==> src/rtl/iir_stream_filter_if.sv <==
// Streaming bundle for iir_stream_filter: one valid/ready input stream and one
// valid/ready output stream with a frame-last qualifier.
//   in_valid/in_ready/in_data     : sample stream into the filter
//   out_valid/out_ready/out_data  : filtered stream out of the filter
//   out_last                      : marks the final sample of a frame
// Modports: master = stream source/sink (bench or neighbouring blocks),
//           slave  = the filter itself.
interface iir_stream_filter_if #(
  parameter int unsigned DATA_W = 12
) ();
  logic                     in_valid;
  logic                     in_ready;
  logic signed [DATA_W-1:0] in_data;
  logic                     out_valid;
  logic                     out_ready;
  logic signed [DATA_W-1:0] out_data;
  logic                     out_last;

  modport master (
    output in_valid, in_data, out_ready,
    input  in_ready, out_valid, out_data, out_last
  );

  modport slave (
    input  in_valid, in_data, out_ready,
    output in_ready, out_valid, out_data, out_last
  );
endinterface

==> src/rtl/iir_stream_filter.sv <==
// First-order IIR filter over one frame of DEPTH samples per start command.
// Modes: 00/11 bypass, 01 low-pass, 10 high-pass; alpha = coef / 2^COEF_W.
// Ports:
//   clk, rst      : clock, synchronous active-high reset
//   start         : frame start pulse, honoured only when idle
//   mode, coef    : filter mode and alpha numerator, latched on accepted start
//   bus           : input/output sample streams (see iir_stream_filter_if)
//   busy          : frame in progress (RUN or DRAIN)
//   frame_done    : one-cycle pulse after the last output handshake
module iir_stream_filter #(
  parameter int unsigned DATA_W = 12,
  parameter int unsigned COEF_W = 8,
  parameter int unsigned DEPTH  = 256
) (
  input  logic               clk,
  input  logic               rst,
  input  logic               start,
  input  logic [1:0]         mode,
  input  logic [COEF_W-1:0]  coef,
  iir_stream_filter_if.slave bus,
  output logic               busy,
  output logic               frame_done
);

  localparam int unsigned IdxW = (DEPTH > 1) ? $clog2(DEPTH) : 1;
  localparam int unsigned PW   = DATA_W + COEF_W + 2;
  localparam logic [IdxW-1:0] LastIdx = IdxW'(DEPTH - 1);
  localparam logic signed [DATA_W-1:0] SatMax = {1'b0, {(DATA_W-1){1'b1}}};
  localparam logic signed [DATA_W-1:0] SatMin = {1'b1, {(DATA_W-1){1'b0}}};

  typedef enum logic [1:0] {StIdle, StRun, StDrain} state_e;

  state_e                   state_q, state_d;
  logic [1:0]               mode_q;
  logic [COEF_W-1:0]        coef_q;
  logic [IdxW-1:0]          idx_q;
  logic signed [DATA_W-1:0] y_prev_q;
  logic                     out_valid_q;
  logic signed [DATA_W-1:0] out_data_q;
  logic                     out_last_q;
  logic                     frame_done_q;

  logic in_ready;
  logic accept;
  logic out_hs;

  logic signed [DATA_W:0]   d;
  logic signed [PW-1:0]     d_ext;
  logic signed [PW-1:0]     coef_ext;
  logic signed [PW-1:0]     p;
  logic signed [PW-1:0]     y_ext;
  logic signed [DATA_W-1:0] y_lp;
  logic signed [DATA_W:0]   hp;
  logic signed [DATA_W-1:0] hp_sat;
  logic signed [DATA_W-1:0] y_out;

  assign accept = bus.in_valid && in_ready;
  assign out_hs = out_valid_q && bus.out_ready;

  assign bus.in_ready  = in_ready;
  assign bus.out_valid = out_valid_q;
  assign bus.out_data  = out_data_q;
  assign bus.out_last  = out_last_q;
  assign frame_done    = frame_done_q;

  // State register
  always_ff @(posedge clk) begin
    if (rst) begin
      state_q <= StIdle;
    end else begin
      state_q <= state_d;
    end
  end

  // Next-state logic
  always_comb begin
    state_d = state_q;
    unique case (state_q)
      StIdle:  if (start) state_d = StRun;
      StRun:   if (accept && (idx_q == LastIdx)) state_d = StDrain;
      StDrain: if (out_hs && out_last_q) state_d = StIdle;
      default: state_d = StIdle;
    endcase
  end

  // Outputs decoded from state
  always_comb begin
    busy     = (state_q == StRun) || (state_q == StDrain);
    in_ready = (state_q == StRun) && (!out_valid_q || bus.out_ready);
  end

  // Filter arithmetic
  always_comb begin
    d        = {bus.in_data[DATA_W-1], bus.in_data} - {y_prev_q[DATA_W-1], y_prev_q};
    d_ext    = {{(PW-DATA_W-1){d[DATA_W]}}, d};
    coef_ext = {{(PW-COEF_W){1'b0}}, coef_q};
    p        = d_ext * coef_ext;
    y_ext    = {{(PW-DATA_W){y_prev_q[DATA_W-1]}}, y_prev_q};
    // First sample seeds the recurrence; afterwards y_lp lies between y_prev and x,
    // so truncating back to DATA_W bits is exact.
    if (idx_q == '0) begin
      y_lp = bus.in_data;
    end else begin
      y_lp = DATA_W'(y_ext + (p >>> COEF_W));
    end

    hp = {bus.in_data[DATA_W-1], bus.in_data} - {y_lp[DATA_W-1], y_lp};
    if (hp[DATA_W] != hp[DATA_W-1]) begin
      hp_sat = hp[DATA_W] ? SatMin : SatMax;
    end else begin
      hp_sat = hp[DATA_W-1:0];
    end

    unique case (mode_q)
      2'b01:   y_out = y_lp;
      2'b10:   y_out = hp_sat;
      default: y_out = bus.in_data;
    endcase
  end

  // Frame control, recurrence state and output register
  always_ff @(posedge clk) begin
    if (rst) begin
      mode_q       <= 2'b00;
      coef_q       <= '0;
      idx_q        <= '0;
      y_prev_q     <= '0;
      out_valid_q  <= 1'b0;
      out_data_q   <= '0;
      out_last_q   <= 1'b0;
      frame_done_q <= 1'b0;
    end else begin
      frame_done_q <= (state_q == StDrain) && out_hs && out_last_q;

      if ((state_q == StIdle) && start) begin
        mode_q <= mode;
        coef_q <= coef;
        idx_q  <= '0;
      end

      if (accept) begin
        y_prev_q <= y_lp;
        if (idx_q != LastIdx) idx_q <= idx_q + IdxW'(1);
      end

      if (accept) begin
        out_valid_q <= 1'b1;
        out_data_q  <= y_out;
        out_last_q  <= (idx_q == LastIdx);
      end else if (bus.out_ready) begin
        out_valid_q <= 1'b0;
        out_last_q  <= 1'b0;
      end
    end
  end

endmodule
==> src/flat_wrapper.sv <==
// flat-port wrapper written by rule: the top's interface ports become plain ports
module iir_stream_filter_flat 
#(
  parameter int unsigned DATA_W = 12,
  parameter int unsigned COEF_W = 8,
  parameter int unsigned DEPTH  = 256
)
  (clk, rst, start, mode, coef, busy, frame_done, bus_in_valid, bus_in_data, bus_out_ready, bus_in_ready, bus_out_valid, bus_out_data, bus_out_last);
  iir_stream_filter_if #(.DATA_W(DATA_W)) bus_i ();
  input  logic clk;
  input  logic rst;
  input  logic start;
  input  logic [1:0] mode;
  input  logic [COEF_W-1:0] coef;
  output logic busy;
  output logic frame_done;
  input wire logic [$bits(bus_i.in_valid)-1:0] bus_in_valid;
  input wire logic [$bits(bus_i.in_data)-1:0] bus_in_data;
  input wire logic [$bits(bus_i.out_ready)-1:0] bus_out_ready;
  output wire logic [$bits(bus_i.in_ready)-1:0] bus_in_ready;
  output wire logic [$bits(bus_i.out_valid)-1:0] bus_out_valid;
  output wire logic [$bits(bus_i.out_data)-1:0] bus_out_data;
  output wire logic [$bits(bus_i.out_last)-1:0] bus_out_last;
  assign bus_i.in_valid = bus_in_valid;
  assign bus_i.in_data = bus_in_data;
  assign bus_i.out_ready = bus_out_ready;
  assign bus_in_ready = bus_i.in_ready;
  assign bus_out_valid = bus_i.out_valid;
  assign bus_out_data = bus_i.out_data;
  assign bus_out_last = bus_i.out_last;
  iir_stream_filter #(.DATA_W(DATA_W), .COEF_W(COEF_W), .DEPTH(DEPTH)) u_core (.clk(clk), .rst(rst), .start(start), .mode(mode), .coef(coef), .bus(bus_i), .busy(busy), .frame_done(frame_done));
endmodule
==> config.mk <==
export PLATFORM = sky130hd
export DESIGN_NAME = iir_stream_filter_flat
export DESIGN_NICKNAME = d
export VERILOG_FILES = /design/src/rtl/iir_stream_filter_if.sv /design/src/rtl/iir_stream_filter.sv /design/src/flat_wrapper.sv
export SDC_FILE = /design/constraint.sdc
export NUM_CORES = 1
export LEC_CHECK = 0
export ABC_CLOCK_PERIOD_IN_PS = 16790
export BUFFER_PORTS_ARGS = -buffer_cell sky130_fd_sc_hd__buf_2
export CAP_MARGIN = 10
export CORE_MARGIN = 4
export CORE_UTILIZATION = 58
export DETAILED_ROUTE_END_ITERATION = 16
export GPL_ROUTABILITY_DRIVEN = 0
export MAX_ROUTING_LAYER = met4
export PLACE_DENSITY = 0.82
export SLEW_MARGIN = 25
export SYNTH_ARGS = -nofsm -noshare
export SYNTH_HDL_FRONTEND = slang
export SYNTH_SLANG_ARGS = --single-unit
==> constraint.sdc <==
create_clock -name clk -period 16.79 [get_ports clk]
set_input_delay 5.037 -clock clk [delete_from_list [all_inputs] [get_ports clk]]
set_output_delay 5.037 -clock clk [all_outputs]
set_load 0.01 [all_outputs]
==> results.json <==
{
  "synth_edf_count": 0,
  "grt-ovfl-total": 0,
  "powerDensity_nw_per_um2": 160,
  "cts.sinks": 47,
  "synthAdderAreaFrac_pct": 33.8,
  "clk_path_buf_depth": 2,
  "clk_pin_slew_ps": 70,
  "layout_commonest_cell": "inv_1",
  "drive_above_1_share_pct": 8.27,
  "ys_top_cells_by_area": "fa_1, ha_1, dfxtp_1, inv_1, nand2_1",
  "clockRootBuffer": "clkbuf_16",
  "die_h_um": 123,
  "fin_crit_sh_pct": 91.3,
  "worst_slack_ps": 1470,
  "syn_nets": 1135,
  "synthMuxAreaShare_pct": 0.392,
  "hpwl_mm": 14.6,
  "cts_setup_buffers": 0,
  "antenna_found_initial": 0,
  "fillers": 1105,
  "fmax_mhz": 65.3,
  "initial_utilization_pct": 60.0,
  "synth-seq-cells": 47,
  "clock-skew-final_ps": 8.57,
  "wl_mm": 18.3,
  "cts-hold-fix-buffers": 0,
  "vias_per_cell": 5.80,
  "synth-simple-area-share_pct": 21.5,
  "yosysWarnings": 0,
  "yosys_most_used_dff": "dfxtp_1",
  "cp-start-kind": "input port",
  "htreeDepth": 2,
  "setup.worst_path.end_class": "flip-flop",
  "die_area_um2": 15100,
  "avgSynthCellArea_um2": 8.07,
  "core_area_um2": 12800,
  "synth_cells": 950,
  "synth_xor_area_share_pct": 4.21,
  "area_delta_synth_final_pct": 5.04,
  "tns_ps": 0,
  "slowest_stage": "or4_1",
  "leakagePower_nw": 3.84,
  "async_reset_ff_share_pct": 0,
  "synth_compound_area_share_pct": 18.5,
  "wl_per_cell_um": 16.1,
  "period_needed_ps": 15320,
  "cp_common_cell": "o21ai_0",
  "finalSetupViolCount": 0,
  "vias": 6602,
  "grt_start_max_net_pins": 49,
  "multiInputGateArea_um2": 6020,
  "grt_pass1_vias": 6633,
  "fin_nets": 1152,
  "chipWidth_um": 123,
  "io_pins": 44,
  "synth_top_family_by_area": "adder cells",
  "port_buffers": 43,
  "dr.pass1.iters": 5,
  "seqCellArea_um2": 941,
  "worst_slew_pin_slew_ps": 892,
  "ant_nets": 0,
  "rows": 41,
  "crit_arrival_ps": 15520,
  "slew_viol_final": 0,
  "vdd_ir_drop_max_mv": 0.0895,
  "seq_area_frac_synth_pct": 12.3,
  "criticalPathCategory": "in2reg",
  "clk_latency_ps": 290,
  "crit_fanout": 10,
  "slowest_delay_ps": 550,
  "hold_violations": 0,
  "status": "complete, no violations",
  "rsz0062_at_grt": "no",
  "cp_data_required_time_ps": 16990,
  "yosys.area.top_type": "fa_1",
  "cts_buffers": 5,
  "grt_pass1_wl_mm": 32.0,
  "dr.first_iter.drc_count": 402,
  "pre_cts_ws_ps": 1300,
  "synth_cell_type_count": 86,
  "hold_ws_ps": 498,
  "drc": 0,
  "worstHoldPathType": "reg2reg",
  "antenna_cells": 0,
  "grt_usage_pct": 26.9,
  "cts_resized": 0,
  "netlist_area_um2": 7670,
  "max-slew-margin-rel_pct": 40.6,
  "layout_common_cells": "inv_1, nand2_1, fa_1",
  "cts_tree": "done",
  "drv_cap": 0,
  "synth.top_cell.area_share_pct": 21.1
}
## path summary, 6_finish.rpt
kind	startpoint	to	slack, ps	depth (start not counted)
max	bus_in_data[1]	u_core.bus.out_data[4]	1470	45
min	u_core.bus.out_data[10]	u_core.bus.out_data[10]	500	2
max reg2reg	u_core.y_prev_q[1]	u_core.bus.out_data[4]	5830	45
min reg2reg	u_core.bus.out_data[10]	u_core.bus.out_data[10]	500	2
## stage by stage
step / power (mW) / instances / area (µm²) / utilization, %
floorplan: 0.963 / 950 / 7670 / -
detailed placement: 1.18 / 1132 / 7910 / 61.9
global route: 1.44 / 1139 / 8050 / 63.1
CTS: 1.29 / 1139 / 8050 / 63.1
finish: 1.29 / 1139 / 8050 / 63.1
global placement: 1.16 / 1132 / 7910 / 61.9
## per-layer routing
metal	vias up	GRT usage [%]	wire length, µm
met3	36	3.39	931
met5	-	-	0
met4	0	6.78	371
met2	178	43.9	8710
li1	3209	-	-
met1	3179	35.9	8330
## area by class of cell
| cell class | instances | area share [%] |
|---|---|---|
| well taps | 172 | 2.67 |
| clock inverters | 1 | 0.0621 |
| flip-flops and latches | 47 | 11.7 |
| multi-input cells | 732 | 74.7 |
| repair buffers | 44 | 2.77 |
| inverters | 137 | 6.38 |
| clock buffers | 6 | 1.72 |
## cells in the mapped netlist (3+ instances only)
cell type / count
o2111ai_1: 4
a31oi_1: 5
dfxtp_1: 47
a211oi_1: 12
a221oi_1: 7
nand3_1: 17
a21oi_1: 55
o21ai_0: 39
a21o_1: 5
or4_1: 3
o21ai_1: 10
nor3_1: 16
inv_1: 137
o211a_1: 8
fa_1: 81
nand2b_1: 13
a311oi_1: 5
o211ai_1: 6
nor2b_1: 15
mux2i_1: 3
clkbuf_1: 23
ha_1: 77
nand2_1: 113
o31a_1: 3
o21a_1: 11
nand3b_1: 6
a21boi_0: 3
o221ai_1: 4
and2_1: 41
clkbuf_8: 5
xor2_1: 8
and3_1: 8
nor2_1: 77
xnor2_1: 23
## worst max-delay path, delay by kind of cell
kind	cells	cell delay, ps
buffers and inverters	4	290
adder cells (fa/ha/maj)	8	3220
AO/OA/AOI/OAI	22	4550
AND/OR/NAND/NOR	8	1520
XOR/XNOR	3	910
## sequential cells by signal, indices dropped and copies added, names as in the netlist
name                  cells
u_core.state_q            2
u_core.coef_q             8
u_core.bus.out_data      12
u_core.frame_done         1
u_core.mode_q             2
u_core.bus.out_valid      1
u_core.y_prev_q          12
u_core.bus.out_last       1
u_core.idx_q              8
## logic make-up after synthesis
logic type	after synthesis
buffers and inverters	171
XOR/XNOR	33
multiplexers	3
AO/OA/AOI/OAI	203
adder cells (fa/ha/maj)	159
flip-flops	47
AND/OR/NAND/NOR	334
## where the power goes
group	internal (mW)	leakage, nW	switching, mW
registers	0.129	0.383	0.0274
clock network	0.0583	0.0727	0.0448
logic	0.410	3.38	0.619
total	0.598	3.84	0.691
(Power assumes the default switching activity.)
